===== config.mk =====
export PLATFORM = sky130hd
export DESIGN_NAME = date_display_ctrl
export DESIGN_NICKNAME = d
export VERILOG_FILES = /design/src/rtl/date_display_ctrl.sv
export SDC_FILE = /design/constraint.sdc
export NUM_CORES = 1
export LEC_CHECK = 0
export CAP_MARGIN = 10
export CORE_MARGIN = 1.5
export CORE_UTILIZATION = 30
export CTS_CLUSTER_DIAMETER = 60
export CTS_CLUSTER_SIZE = 14
export DETAILED_ROUTE_END_ITERATION = 6
export DONT_BUFFER_PORTS = 1
export PLACE_DENSITY = 0.53
export SYNTH_ARGS = -nofsm -noshare
export SYNTH_HDL_FRONTEND = slang
export SYNTH_SLANG_ARGS = --single-unit

===== constraint.sdc =====
create_clock -name clk -period 2.39 [get_ports clk]
set_input_delay 0.478 -clock clk [delete_from_list [all_inputs] [get_ports clk]]
set_output_delay 0.478 -clock clk [all_outputs]
set_load 0.01 [all_outputs]

===== src/rtl/date_display_ctrl.sv =====
// Board display controller: debounced keys select one of N_DATES BCD dates on six
// active-low 7-segment digits, with LED invert mode and timed auto-scroll.
module date_display_ctrl #(
    parameter int                    N_DATES         = 3,
    parameter logic [N_DATES*24-1:0] DATES           = {24'h250904, 24'h031208, 24'h010823},
    parameter int                    DEBOUNCE_CYCLES = 500000,
    parameter int                    SCROLL_CYCLES   = 50000000,
    localparam int                   IDX_W           = (N_DATES > 1) ? $clog2(N_DATES) : 1
) (
    input  logic             clk,
    input  logic             reset,
    input  logic [9:0]       switch,
    input  logic [1:0]       key,
    output logic [9:0]       leds,
    output logic [7:0]       hex0,
    output logic [7:0]       hex1,
    output logic [7:0]       hex2,
    output logic [7:0]       hex3,
    output logic [7:0]       hex4,
    output logic [7:0]       hex5,
    output logic [IDX_W-1:0] date_idx
);

    localparam int DB_W = $clog2(DEBOUNCE_CYCLES + 1);
    localparam int SC_W = $clog2(SCROLL_CYCLES);

    function automatic logic [7:0] seg7(input logic [3:0] d);
        logic [7:0] s;
        case (d)
            4'd0:    s = 8'hC0;
            4'd1:    s = 8'hF9;
            4'd2:    s = 8'hA4;
            4'd3:    s = 8'hB0;
            4'd4:    s = 8'h99;
            4'd5:    s = 8'h92;
            4'd6:    s = 8'h82;
            4'd7:    s = 8'hF8;
            4'd8:    s = 8'h80;
            4'd9:    s = 8'h90;
            default: s = 8'hFF;
        endcase
        return s;
    endfunction

    function automatic logic [IDX_W-1:0] wrap_inc(input logic [IDX_W-1:0] i);
        logic [IDX_W-1:0] r;
        if (i >= IDX_W'(N_DATES - 1)) begin
            r = {IDX_W{1'b0}};
        end else begin
            r = i + IDX_W'(1);
        end
        return r;
    endfunction

    logic [1:0]       sync1_r, sync2_r, stable_r, armed_r;
    logic [DB_W-1:0]  db_cnt_r [2];
    logic [1:0]       fill_r;
    logic             invert_r;
    logic [SC_W-1:0]  timer_r;
    logic [IDX_W-1:0] date_idx_r;
    logic [9:0]       leds_r;
    logic [7:0]       hex_r [6];
    logic [1:0]       take_s, press_s;
    logic             terminal_s;
    logic [23:0]      cur_date_s;
    logic             unused_sw8_s;

    assign unused_sw8_s = switch[8];

    // Debounce acceptance and press detection; a key must be seen released after reset to arm.
    always_comb begin
        take_s  = 2'b00;
        press_s = 2'b00;
        for (int k = 0; k < 2; k++) begin
            take_s[k]  = (sync2_r[k] != stable_r[k]) && (db_cnt_r[k] == DB_W'(DEBOUNCE_CYCLES - 1));
            press_s[k] = take_s[k] && stable_r[k] && armed_r[k];
        end
    end

    // Key synchronisers, debounce counters and arming.
    always_ff @(posedge clk) begin
        if (reset) begin
            sync1_r  <= 2'b11;
            sync2_r  <= 2'b11;
            stable_r <= 2'b11;
            armed_r  <= 2'b00;
            fill_r   <= 2'd0;
            for (int k = 0; k < 2; k++) begin
                db_cnt_r[k] <= {DB_W{1'b0}};
            end
        end else begin
            sync1_r <= key;
            sync2_r <= sync1_r;
            if (fill_r != 2'd2) begin
                fill_r <= fill_r + 2'd1;
            end
            for (int k = 0; k < 2; k++) begin
                if (take_s[k]) begin
                    stable_r[k] <= sync2_r[k];
                    db_cnt_r[k] <= {DB_W{1'b0}};
                end else if (sync2_r[k] != stable_r[k]) begin
                    db_cnt_r[k] <= db_cnt_r[k] + DB_W'(1);
                end else begin
                    db_cnt_r[k] <= {DB_W{1'b0}};
                end
                // fill_r guards against the reset value of the synchroniser posing as a release
                if (fill_r == 2'd2 && sync2_r[k]) begin
                    armed_r[k] <= 1'b1;
                end
            end
        end
    end

    assign terminal_s = switch[9] && (timer_r == SC_W'(SCROLL_CYCLES - 1));

    // Invert toggle, scroll timer and date index; a manual press always restarts the period.
    always_ff @(posedge clk) begin
        if (reset) begin
            invert_r   <= 1'b0;
            timer_r    <= {SC_W{1'b0}};
            date_idx_r <= {IDX_W{1'b0}};
        end else begin
            if (press_s[0]) begin
                invert_r <= ~invert_r;
            end
            if (press_s[1]) begin
                date_idx_r <= wrap_inc(date_idx_r);
                timer_r    <= {SC_W{1'b0}};
            end else if (!switch[9]) begin
                timer_r <= {SC_W{1'b0}};
            end else if (terminal_s) begin
                date_idx_r <= wrap_inc(date_idx_r);
                timer_r    <= {SC_W{1'b0}};
            end else begin
                timer_r <= timer_r + SC_W'(1);
            end
        end
    end

    // Select the current date word, blanking any unreachable index.
    always_comb begin
        cur_date_s = 24'hFFFFFF;
        if (int'(date_idx_r) < N_DATES) begin
            cur_date_s = DATES[24*int'(date_idx_r) +: 24];
        end else begin
            cur_date_s = 24'hFFFFFF;
        end
    end

    // Registered LED and 7-segment outputs.
    always_ff @(posedge clk) begin
        if (reset) begin
            leds_r <= 10'h000;
            for (int j = 0; j < 6; j++) begin
                hex_r[j] <= 8'hFF;
            end
        end else begin
            leds_r <= {switch[9], invert_r, (invert_r ? ~switch[7:0] : switch[7:0])};
            for (int j = 0; j < 6; j++) begin
                hex_r[j] <= seg7(cur_date_s[4*j +: 4]);
            end
        end
    end

    assign leds     = leds_r;
    assign date_idx = date_idx_r;
    assign hex0     = hex_r[0];
    assign hex1     = hex_r[1];
    assign hex2     = hex_r[2];
    assign hex3     = hex_r[3];
    assign hex4     = hex_r[4];
    assign hex5     = hex_r[5];

endmodule


# After elaboration in Yosys (flattened, before gate mapping)
# Memory sizes are Yosys's and may differ from the RTL's.
# Cells that the tools add are included.
dict set report word_totals {
  regBits 49
  ram_bits 86
  romBits 672
  inputBits 14
  memories 8
}
dict set report op_classes {
  n_addsub 5
  mul 1
  n_lt_le_gt_ge 2
  eq_ne 7
  n_shift 1
  n_mux 49
  n_bitwise 15
  reduce_logical 13
}
# memory words word_bits rd rd_ports_with_merged_regs write_ports line_no
set mem_list {}
lappend mem_list {{(name not given)} 16 7 1 0 0 29} ;# case (d)
lappend mem_list {{(name not given)} 16 7 1 0 0 29}
lappend mem_list {{(name not given)} 16 7 1 0 0 29}
lappend mem_list {{(name not given)} 16 7 1 0 0 29}
lappend mem_list {{(name not given)} 16 7 1 0 0 29}
lappend mem_list {{(name not given)} 16 7 1 0 0 29}
lappend mem_list {{+2 memories} -- -- -- -- -- --}
# op count
set ops {}
lappend ops {{2-to-1 mux 19 bit} 6}
lappend ops {{2-to-1 mux 8 bit} 13}
lappend ops {{variable part select 72 x 8 -> 24 bit, first input constant} 1}
lappend ops {{adder 19 x 1 -> 19 bit, second input constant} 2}
lappend ops {{== test 19 bit, second input constant} 2}
lappend ops {{adder 26 x 1 -> 26 bit, second input constant} 1}
lappend ops {{== test 26 bit, second input constant} 1}
lappend ops {{2-to-1 mux 1 bit} 25}
lappend ops {{2-to-1 mux 24 bit} 1}
lappend ops {{bitwise OR 1 bit} 12}
lappend ops {{logical AND 1 bit} 9}
lappend ops {{2-to-1 mux 2 bit} 4}
lappend ops {{inverter 8 bit} 1}
lappend ops {{adder 2 x 1 -> 2 bit, second input constant} 2}
lappend ops {{multiplier 2 x 2 -> 4 bit, first input constant} 1}
lappend ops {{nonzero test 2 bit} 2}
lappend ops {{OR reduction 4 bit} 1}
lappend ops {{== test 2 bit, second input constant} 1}
lappend ops {{greater-or-equal comparator 2 bit, second input constant} 1}
lappend ops {{< comparator 2 bit, second input constant} 1}
lappend ops {{!= test 1 bit} 2}
lappend ops {{!= test 2 bit, second input constant} 1}
lappend ops {{inverter 1 bit} 2}
lappend ops {{AND reduction 2 bit} 1}

# Longest topological paths before layout
# An unclocked memory read counts as a cell.
dict set report depth {
  word_depth 9
  ltp_mapped 8
  mapped_depth_nobuf 6
}

# Worst setup path after synthesis
# OpenSTA, ideal clock, no wires.
dict set report synth_path {
  path_type {register to register}
  start {mem db_cnt_r[1][9] (netlist bit)}
  end {mem db_cnt_r[1][3] (netlist bit) (data pin)}
  setup_time_ns 0.254
  t_arrival_ns 1.630
  path_slack_ns 0.505
  path_stages_with_launch 8
  period_less_slack_ns 1.885
  path_cell_list {edfxtp_1 -> nor4_1 -> nand3b_1 -> nor4_1 -> or2_1 -> buf_6 -> buf_6 -> nor2_1}
}
# item line_no
set synth_lines {}
lappend synth_lines {{start: declaration} 56} ;# logic [DB_W-1:0] db_cnt_r [2];

==> impl_metrics.py <==
metrics = {
    "status": {
        "outcome": "finished clean",
    },
    "floorplan": {
        "dieWidth_um": 128,
        "rows": 45,
        "die_h_um": 128,
        "initial_core_util_pct": 30.8,
        "num_io_pins": 74,
        "dieArea_mm2": 0.0164,
        "core_area_mm2": 0.0153,
    },
    "cts": {
        "clockBufferDepth": 2,
        "insertion_delay_ps": 350,
        "cts_tree": "yes",
        "cts-resized-gates": 0,
        "path_clk_slew_ps": 70,
        "cts_buffers": 9,
        "root_buffer": "clkbuf_16",
        "post_cts_buffers": 0,
        "cts_hold_buffers": 0,
        "htreeDepth": 3,
        "cts.sinks": 96,
    },
    "critical_path": {
        "critPathKind": "reg2reg",
        "rr_worst_depth": 6,
        "critPathBufInv": 1,
        "reg2reg_slack_ps": 330,
        "cp-end-kind": "flop",
        "r2r_end": "db_cnt_r[1][7]",
        "crit_chain": "nor4_1, nand3b_1, nor4_1, or2_1, buf_12, nor2_1",
        "cp-start-kind": "flop",
        "cp_common_cell": "nor4_1",
        "crit_slowest_cell": "edfxtp_1",
        "critical_path_arrival_ps": 2160,
        "crit_path_max_fanout": 18,
        "critPathMaxStageDelay_ps": 480,
        "critical_path.top_delay_family": "simple AND/OR/NAND/NOR gates",
        "crit_required_ps": 2490,
        "r2r_start": "db_cnt_r[1][9]",
    },
    "layout": {
        "fillers": 1603,
        "diodes": 0,
        "most-common-layout-cells": "nor2_1, dfxtp_1, conb_1, xor2_1, edfxtp_1",
        "final_layout_size_suffix_gt1_share_pct": 8.16,
        "mostFrequentLayoutCell": "nor2_1",
        "fin_nets": 499,
        "fin_area_mm2": 0.00507,
        "area_delta_synth_final_pct": 8.05,
    },
    "yosys": {
        "ys_warn_count": 0,
        "syn_inst": 464,
        "synth.distinct_cells": 44,
        "netlist_area_mm2": 0.00469,
        "ys.flop_type": "dfxtp_1",
        "synth_edf_count": 38,
        "yosysSeqAreaShare_pct": 49.0,
        "netlist.area_leader.share_pct": 24.7,
        "yosys.area.top_type": "dfxtp_1",
        "yosys-top-cells-area": "dfxtp_1, edfxtp_1, nor2_1",
        "avgSynthCellArea_um2": 10.1,
        "synthArstFlopShare_pct": 0,
        "synth-seq-cells": 96,
    },
    "power": {
        "p_leak_uw": 0.00182,
        "comb_power_share_pct": 5.2,
        "power_uw": 3360,
        "power_frac_seq_pct": 54.7,
        "irDropWorstVdd_uv": 317,
        "clkPwrFrac_pct": 40.1,
        "power.density_mw_per_mm2": 662,
        "switching_share_pct": 23.9,
        "power.switching_uw": 802,
        "internal_power_uw": 2560,
    },
    "sta": {
        "setup_viol": 0,
        "slew_headroom_pct": 54.2,
        "final-hold-violation-count": 0,
        "rsz0062_at_grt": "no",
        "tns_ps": 0,
        "fin_skew_ps": 6.32,
        "max_freq_mhz": 485,
        "worstMarginPinSlew_ps": 686,
        "slew_viol_final": 0,
        "fin_crit_sh_pct": 86.3,
        "layout_min_cycle_time_ps": 2060,
        "fin_hold_ws_ps": 201,
    },
    "global_routing": {
        "grt_max_degree": 35,
        "antenna_found_initial": 0,
        "overflow": 0,
        "grt_pass1_vias": 2846,
        "grt_use_total_pct": 10.2,
        "grt_pass1_wl_um": 13100,
    },
    "job": {
        "cap_viol_max_count": 0,
    },
    "min_path": {
        "min_from": "reset",
        "min_path_cells": 1,
        "hold_end": "date_idx[1]",
        "hp-class": "in2reg",
    },
    "drt": {
        "drtAntennaViolNets": 0,
        "drc": 0,
        "drt_first_iter_violations": 88,
        "firstDrtPassIters": 4,
        "wire_per_inst_um": 11.2,
        "vias": 2901,
        "wl_um": 7690,
        "via_per_inst": 4.21,
    },
    "placed_design": {
        "gp_congestion": 0.744,
        "dpl_cell_area_mm2": 0.00480,
        "place.port_buffers": 0,
        "dp_hpwl_um": 5470,
    },
}
metrics by stage:
| stage | setup WS (ps) | utilization (%) | std cells |
|---|---|---|---|
| after floorplan | 505 | - | 507 |
| after global placement | 344 | 31.5 | 673 |
| after CTS | 311 | 33.2 | 689 |
| final | 327 | 33.2 | 689 |
| after global routing | 126 | 33.2 | 689 |
| after detailed placement | 327 | 31.5 | 673 |
power by group through the flow:
stage	combinational [uW]	clock [uW]	sequential, uW
2_1_floorplan	201	0	1860
3_3_place_gp	170	0	1870
3_5_place_dp	176	0	1880
4_1_cts	177	1400	1840
5_1_grt	214	1470	1850
6_report	175	1350	1840
Yosys cell counts (4+ instances only):
cell,number
nor2_1,92
dfxtp_1,58
buf_4,40
edfxtp_1,38
xor2_1,38
xnor2_1,30
nand2_1,23
nand3_1,20
nand4_1,18
ha_1,12
inv_1,10
and3_1,8
and4_1,7
buf_6,5
nand2b_1,5
or3_1,5
a21oi_1,4
clkbuf_1,4
nor2b_1,4
nor3_1,4
or2_2,4
worst max path at each step:
stage                              start        endpoint  cells after the start
after floorplan           db_cnt_r[1][9]  db_cnt_r[1][3]                      7
after global placement    db_cnt_r[1][9]  db_cnt_r[1][9]                      6
after detailed placement  db_cnt_r[1][9]  db_cnt_r[1][7]                      6
after CTS                 db_cnt_r[1][9]  db_cnt_r[1][7]                      6
after global routing      db_cnt_r[1][9]  db_cnt_r[1][3]                      6
final                     db_cnt_r[1][9]  db_cnt_r[1][7]                      6
kinds of logic (layout without fill, tap and decap cells):
kind of cell / Yosys count / in the layout / share of synthesized area (%)
adders and majority gates: 12 / 12 / 3.20
muxes: 3 / 3 / 0.666
xor gates and xnor gates: 68 / 68 / 12.7
DFF: 96 / 96 / 49.0
buffers and inverters: 62 / 33 / 9.04
other: 1 / 44 / 0.0799
and+or+nand+nor: 212 / 212 / 23.8
AOI/OAI and AO/OA: 10 / 10 / 1.47
per-layer routing:
| layer | part of all wire, % | vias up | track usage [%] |
|---|---|---|---|
| met5 | 0 | - | 0 |
| met4 | 2.9 | 0 | 5.62 |
| met3 | 4.6 | 19 | 2.92 |
| met2 | 44 | 58 | 16.0 |
| met1 | 49 | 1323 | 12.7 |
| li1 | - | 1501 | - |
flip-flops by register name (all words and copies together) (netlist names), 9 cells and up:
name      count
hex_r         9
leds         10
db_cnt_r     38
timer_r      26
cell type report:
| cell class | count | area, um2 | area share, % |
|---|---|---|---|
| inverters | 10 | 37.5 | 0.740 |
| flip-flops and latches | 96 | 2300 | 45.4 |
| clock inverters | 6 | 43.8 | 0.863 |
| clock buffers | 10 | 229 | 4.51 |
| repair buffers | 7 | 65.1 | 1.28 |
| multi-input cells | 349 | 2130 | 42.0 |
| well taps | 211 | 264 | 5.20 |
worst reg2reg max path: cells and delay by family (launching register included):
family,cells,cell delay [ps]
flip-flops,1,480
buffers and inverters,1,150
AND/OR/NAND/NOR,5,1190
(Power assumes the default switching activity.)
